## config.mk

```make
export PLATFORM = sky130hd
export DESIGN_NAME = btn_accumulator_flat
export DESIGN_NICKNAME = d
export VERILOG_FILES = /design/src/rtl/btn_acc_pkg.sv /design/src/rtl/btn_accumulator_if.sv /design/src/rtl/btn_debounce.sv /design/src/rtl/btn_accumulator.sv /design/src/flat_wrapper.sv
export SDC_FILE = /design/constraint.sdc
export NUM_CORES = 1
export LEC_CHECK = 0
export CORE_MARGIN = 2
export CORE_UTILIZATION = 45
export DETAILED_ROUTE_END_ITERATION = 6
export PLACE_DENSITY_LB_ADDON = 0.1
export REMOVE_ABC_BUFFERS = 1
export SYNTH_ARGS = -nofsm -noshare
export SYNTH_HDL_FRONTEND = slang
export SYNTH_SLANG_ARGS = --single-unit
```

## constraint.sdc

```tcl
create_clock -name clk -period 5.4 [get_ports clk]
set_input_delay 0.54 -clock clk [delete_from_list [all_inputs] [get_ports clk]]
set_output_delay 0.54 -clock clk [all_outputs]
set_load 0.1 [all_outputs]
```

## src/rtl/btn_acc_pkg.sv

```systemverilog
// Shared types and constants for the button accumulator.
// Button indices, FSM state and op encodings.
package btn_acc_pkg;

  typedef enum logic [1:0] {
    IDLE = 2'd0,
    EXEC = 2'd1,
    HOLD = 2'd2
  } acc_state_t;

  typedef enum logic [1:0] {
    OP_ADD = 2'd0,
    OP_SUB = 2'd1,
    OP_CLR = 2'd2
  } acc_op_t;

  localparam int BTN_ADD = 0;
  localparam int BTN_SUB = 1;
  localparam int BTN_CLR = 2;

  // Clear wins over add, add wins over subtract
  function automatic acc_op_t pick_op(
    input logic [2:0] p
  );
    acc_op_t op;
    op = OP_SUB;
    if (p[BTN_CLR])
      op = OP_CLR;
    else if (p[BTN_ADD])
      op = OP_ADD;
    return op;
  endfunction

endpackage

```

## src/rtl/btn_accumulator_if.sv

```systemverilog
// Board-side bundle: tick, buttons and switches in,
// display nibbles, LEDs and overflow out.
interface btn_accumulator_if #(
  parameter int W     = 8,
  parameter int N_BTN = 3
);
  logic             tick;
  logic [N_BTN-1:0] btn;
  logic [W-1:0]     sw;
  logic [3:0]       digit0;
  logic [3:0]       digit1;
  logic [3:0]       digit2;
  logic [3:0]       digit3;
  logic [W-1:0]     led;
  logic             ovf;

  modport master (
    output tick, btn, sw,
    input  digit0, digit1, digit2, digit3,
    input  led, ovf
  );

  modport slave (
    input  tick, btn, sw,
    output digit0, digit1, digit2, digit3,
    output led, ovf
  );
endinterface

```

## src/rtl/btn_debounce.sv

```systemverilog
// One button: 2-FF synchroniser, tick-sampled debounce
// counter and rising-edge pulse on the debounced level.
module btn_debounce #(
  parameter int DB_TICKS = 4
) (
  input  logic clk,
  input  logic rst,
  input  logic tick,
  input  logic raw,
  output logic level,
  output logic press
);

  localparam int CW = $clog2(DB_TICKS + 1);

  logic [1:0]    sync_q;
  logic          level_q, level_d;
  logic          prev_q;
  logic [CW-1:0] cnt_q, cnt_d;

  always_ff @(posedge clk or negedge rst) begin
    if (!rst) begin
      sync_q  <= '0;
      level_q <= 1'b0;
      prev_q  <= 1'b0;
      cnt_q   <= '0;
    end else begin
      sync_q  <= {sync_q[0], raw};
      level_q <= level_d;
      prev_q  <= level_q;
      cnt_q   <= cnt_d;
    end
  end

  // Any sample agreeing with the current level restarts the count
  always_comb begin
    level_d = level_q;
    cnt_d   = cnt_q;
    if (tick) begin
      if (sync_q[1] != level_q) begin
        if (cnt_q + 1'b1 == CW'(DB_TICKS)) begin
          level_d = ~level_q;
          cnt_d   = '0;
        end else begin
          cnt_d = cnt_q + 1'b1;
        end
      end else begin
        cnt_d = '0;
      end
    end
  end

  assign level = level_q;
  assign press = level_q & ~prev_q;

endmodule

```

## src/rtl/btn_accumulator.sv

```systemverilog
// Button-driven 8-bit add/sub/clear accumulator feeding
// the four-digit display and LED bank.
module btn_accumulator
  import btn_acc_pkg::*;
#(
  parameter int W        = 8,
  parameter int N_BTN    = 3,
  parameter int DB_TICKS = 4
) (
  input  logic clk,
  input  logic rst,
  btn_accumulator_if.slave bus
);

  logic [N_BTN-1:0] level;
  logic [N_BTN-1:0] press;

  for (genvar i = 0; i < N_BTN; i++) begin : g_btn
    btn_debounce #(
      .DB_TICKS(DB_TICKS)
    ) u_db (
      .clk  (clk),
      .rst  (rst),
      .tick (bus.tick),
      .raw  (bus.btn[i]),
      .level(level[i]),
      .press(press[i])
    );
  end

  acc_state_t   state_q, state_d;
  acc_op_t      op_q, op_d;
  logic [W-1:0] opnd_q, opnd_d;
  logic [W-1:0] acc_q, acc_d;
  logic         ovf_q, ovf_d;
  logic [W:0]   sum;

  always_ff @(posedge clk or negedge rst) begin
    if (!rst) begin
      state_q <= IDLE;
      op_q    <= OP_ADD;
      opnd_q  <= '0;
      acc_q   <= '0;
      ovf_q   <= 1'b0;
    end else begin
      state_q <= state_d;
      op_q    <= op_d;
      opnd_q  <= opnd_d;
      acc_q   <= acc_d;
      ovf_q   <= ovf_d;
    end
  end

  always_comb begin
    state_d = state_q;
    unique case (state_q)
      IDLE: if (|press) state_d = EXEC;
      EXEC: state_d = HOLD;
      HOLD: if (~|level) state_d = IDLE;
      default: state_d = IDLE;
    endcase
  end

  // Presses outside IDLE are dropped, not queued
  always_comb begin
    op_d   = op_q;
    opnd_d = opnd_q;
    acc_d  = acc_q;
    ovf_d  = ovf_q;
    sum    = {1'b0, acc_q} + {1'b0, opnd_q};
    if (state_q == IDLE && |press) begin
      op_d   = pick_op(press);
      opnd_d = bus.sw;
    end
    if (state_q == EXEC) begin
      unique case (op_q)
        OP_ADD: begin
          acc_d = sum[W-1:0];
          ovf_d = ovf_q | sum[W];
        end
        OP_SUB: begin
          acc_d = acc_q - opnd_q;
          ovf_d = ovf_q | (opnd_q > acc_q);
        end
        OP_CLR: begin
          acc_d = '0;
          ovf_d = 1'b0;
        end
        default: ;
      endcase
    end
  end

  assign bus.digit0 = acc_q[3:0];
  assign bus.digit1 = acc_q[7:4];
  assign bus.digit2 = bus.sw[3:0];
  assign bus.digit3 = {ovf_q, 1'b0, state_q};
  assign bus.led    = acc_q;
  assign bus.ovf    = ovf_q;

endmodule

```

## src/flat_wrapper.sv

```systemverilog
// flat-port wrapper written by rule: the top's interface ports become plain ports
module btn_accumulator_flat import btn_acc_pkg::*;
#(
  parameter int W        = 8,
  parameter int N_BTN    = 3,
  parameter int DB_TICKS = 4
)
  (clk, rst, bus_tick, bus_btn, bus_sw, bus_digit0, bus_digit1, bus_digit2, bus_digit3, bus_led, bus_ovf);
  btn_accumulator_if #(.W(W), .N_BTN(N_BTN)) bus_i ();
  input  logic clk;
  input  logic rst;
  input wire logic [$bits(bus_i.tick)-1:0] bus_tick;
  input wire logic [$bits(bus_i.btn)-1:0] bus_btn;
  input wire logic [$bits(bus_i.sw)-1:0] bus_sw;
  output wire logic [$bits(bus_i.digit0)-1:0] bus_digit0;
  output wire logic [$bits(bus_i.digit1)-1:0] bus_digit1;
  output wire logic [$bits(bus_i.digit2)-1:0] bus_digit2;
  output wire logic [$bits(bus_i.digit3)-1:0] bus_digit3;
  output wire logic [$bits(bus_i.led)-1:0] bus_led;
  output wire logic [$bits(bus_i.ovf)-1:0] bus_ovf;
  assign bus_i.tick = bus_tick;
  assign bus_i.btn = bus_btn;
  assign bus_i.sw = bus_sw;
  assign bus_digit0 = bus_i.digit0;
  assign bus_digit1 = bus_i.digit1;
  assign bus_digit2 = bus_i.digit2;
  assign bus_digit3 = bus_i.digit3;
  assign bus_led = bus_i.led;
  assign bus_ovf = bus_i.ovf;
  btn_accumulator #(.W(W), .N_BTN(N_BTN), .DB_TICKS(DB_TICKS)) u_core (.clk(clk), .rst(rst), .bus(bus_i));
endmodule
```

==> PnR_summary.wiki <==
{| class="wikitable"
! Metric !! Value
|-
| Series of cell instances along the critical path || clkdlybuf4s50_1 > clkdlybuf4s50_1
|-
| Outcome || finished, final reports clean
|-
| Slack of the worst reg-to-reg path || 3.06 ns
|-
| Detailed-route DRC error count || 0
|-
| Hold Crit Endpoint || u_core.g_btn[0].u_db.sync_q[1]
|-
| Final setup skew || 0.01433 ns
|-
| Relative area change from synthesis to final layout || 14.65%
|-
| Netlist area before placement || between 0.002 and 0.003 sq mm
|-
| Number of sinks on the clock net || between 40 and 50
|-
| Vias in the first global route || 1923
|-
| Final wirelength || about 5400 um
|-
| Worst r2r dst || u_core.bus.ovf
|-
| Number of vias after detailed routing || 2017
|-
| Flip-flop and latch count after synthesis || 42
|-
| Met2 layer wire length in the routed design || 2552 um
|-
| Type of the worst min-delay path || reg -> reg
|-
| Pins over their slew limit || 0
|-
| Row cnt || 28
|-
| Maximum level of the CTS H-tree || 2
|-
| Achievable clock frequency || 0.3679 GHz
|-
| Later-pin clock latency in the skew report || 0.30 ns
|-
| Height of the chip || roughly 82 um
|-
| Number of cells on the worst hold path || 0
|-
| Average routed wire per standard cell || 14.40 um
|-
| HPWL after detailed placement || 3971 um
|-
| Top Metal Used || met4
|-
| FF/Latch Area || 0.001051 sq mm
|-
| Ys async rst share || 100.0%
|-
| Largest net degree at the start of global routing || 43
|-
| Master of the slowest instance on the critical path || clkdlybuf4s50_1
|-
| Wl on met1 || 2667 um
|-
| Tmin final || 2.718 ns
|-
| Chip Width || 82.41 um
|-
| Antenna viol nets, final || 0
|-
| Iter 0 DRT Violations || 167
|-
| CTS hold repair buffers || 0
|-
| Number of post-CTS setup repair buffers || 0
|-
| Number of flops mapped to enable cells by yosys || 0
|-
| Initial antenna violation count || 0
|-
| Kind of cell adding the most delay to the critical path || buffers and inverters
|-
| Proportion of layout cells with a drive suffix above 1 || 9.901%
|-
| Clock tree from TritonCTS || yes
|-
| Measured slew at the worst slew-check pin || 1.096 ns
|-
| Count of yosys warnings during synthesis || 0
|-
| Core Region || 0.005921 sq mm
|-
| Stage delay of the slowest cell on the critical path || between 1 and 1.5 ns
|-
| GR Overflow Total || 0
|-
| Commonest cells after routing, fill and taps aside || dfrtp_1 (42), clkdlybuf4s50_1 (36), inv_1 (31), ha_1 (25), nand2_1 (18)
|-
| Launch instance of the worst register-to-register path || u_core.bus.led[0]
|-
| Top FF cell, synth || dfrtp_1
|-
| RSZ-0062 raised after global routing || no
|-
| Number of different library cells in the post-synthesis netlist || 55
|-
| Maximum Capacitance Violations || 0
|-
| CTS buffer count || 5
|-
| Number of instances in the synthesized netlist || 281
|-
| Setup crit start kind || input port
|-
| Root Buffer Master || clkbuf_8
|-
| Maximum number of buffers from clock root to sink || 2
|-
| Most common cell after layout, fill and taps aside || dfrtp_1
|-
| Multi-input combinational cell area || 0.001448 sq mm
|-
| Largest fanout of any net on the critical path || 2
|-
| Sum of buffers and inverters on the critical path || 2
|-
| Clock input transition at the sequential cells of the worst setup and hold paths || roughly 0.08 ns
|-
| Critical Setup Path Class || in -> out
|-
| Mean cell area of the mapped netlist || 9.845 sq um
|-
| Count of antenna diodes in the layout || 0
|-
| Element type at the critical path end || output port
|-
| Global routing usage summed across all routing layers || 17.36%
|-
| Area enclosed by the die boundary || 0.006791 sq mm
|-
| Resized cells post-CTS || 0
|-
| IO Port Bufs || 37
|-
| Worst r2r path cells || 9
|-
| Met3 Wirelength || 170 um
|-
| Part of the cycle the worst path needs || about half
|-
| Count of pins on the block boundary || 39
|-
| Finish-stage setup viols || 0
|-
| Number of vias per cell after detailed routing || around 5.3
|-
| Global-route wire length before repair || ~9000 um
|-
| Final sum of negative setup slack || 0 ns
|-
| Cell seen most often among critical-path stages || clkdlybuf4s50_1
|-
| Initial Util || between 40% and 50%
|-
| Post-layout nets || 343
|-
| RD Place Congestion || 0.8653
|-
| Hold Violations, Final || 0
|-
| Required time reported for the critical path endpoint || 4.86 ns
|-
| Origin of the worst min-delay path || u_core.g_btn[0].u_db.sync_q[0]
|-
| Initial DRT Pass Iterations || 6
|-
| Number of filler cells placed in the layout || around 550
|-
| Relative slew margins || 26.46%
|-
| Crit path DAT || 2.18 ns
|-
| Part of the Yosys area used for sequential elements || 37.99%
|}
-- flip-flops by register name (all words and copies together) (netlist names) --
signal                    flops
u_core.bus.led                8
u_core.g_btn.u_db.sync_q      6
u_core.state_q                2
u_core.g_btn.u_db.level       3
u_core.op_q                   2
u_core.g_btn.u_db.cnt_q       9
u_core.g_btn.u_db.prev_q      3
u_core.opnd_q                 8
u_core.bus.ovf                1
-- cell type report --
cell class                 instances  share of cell area, %
timing repair buffer              38                  11.76
clock inverter                     3                 0.6706
tap                               75                  2.959
clock buffer                       5                  2.170
multi-input combinational        184                  45.64
sequential                        42                  33.14
inverter                          31                  3.669
-- metal layers --
layer | up-vias | track usage (%)
li1 | 1005 | -
met1 | 964 | 23.32
met2 | 42 | 28.79
met3 | 6 | 2.609
met4 | 0 | 5.500
met5 | - | 0
-- worst max path at each step --
| stage | startpoint | to | slack, ns | cells past startpoint |
|---|---|---|---|---|
| CTS | bus_sw[3] | bus_digit2[3] | 2.68 | 2 |
| global route | bus_sw[3] | bus_digit2[3] | 2.66 | 2 |
| detailed placement | bus_sw[3] | bus_digit2[3] | 2.69 | 2 |
| global placement | bus_sw[2] | bus_digit2[2] | 2.71 | 2 |
| finish | bus_sw[3] | bus_digit2[3] | 2.68 | 2 |
| floorplan | u_core.bus.led[1] | u_core.bus.ovf | 2.12 | 7 |
-- stage by stage --
stage	setup slack (ns)	hold WS, ns	instance area, sq um	utilization [%]	cells
floorplan	2.123	0.2444	2615	-	257
global placement	2.715	0.3322	3082	52.05	370
detailed placement	2.687	0.3364	3082	52.05	370
CTS	2.684	0.3561	3172	53.57	378
global route	2.656	0.3626	3172	53.57	378
finish	2.682	0.3527	3172	53.57	378
-- synth_stat cells (7+ instances only) --
library cell	n	area, sq um
nor2b_1	7	43.79
dfrtp_1	42	1051
nor2_1	10	37.54
a21oi_1	13	65.06
clkbuf_1	8	30.03
o31ai_1	9	67.56
mux2_2	11	123.9
buf_4	14	105.1
ha_1	25	312.8
o21ai_0	12	60.06
inv_1	31	116.4
nand2b_1	10	62.56
nand2_1	18	67.56
-- kinds of logic after synthesis --
group / Yosys count / share of synthesized area, %
compound gates: 75 / 20.99
simple gates: 63 / 11.71
buf+inv: 55 / 9.679
flops: 42 / 37.99
fa+ha+maj: 27 / 12.75
mux: 12 / 4.839
xor+xnor: 6 / 1.900
other cells: 1 / 0.1356
Power is left out: the tool's default activity adds up to more than one toggle a clock period on the data nets, which glitch-free logic cannot reach.
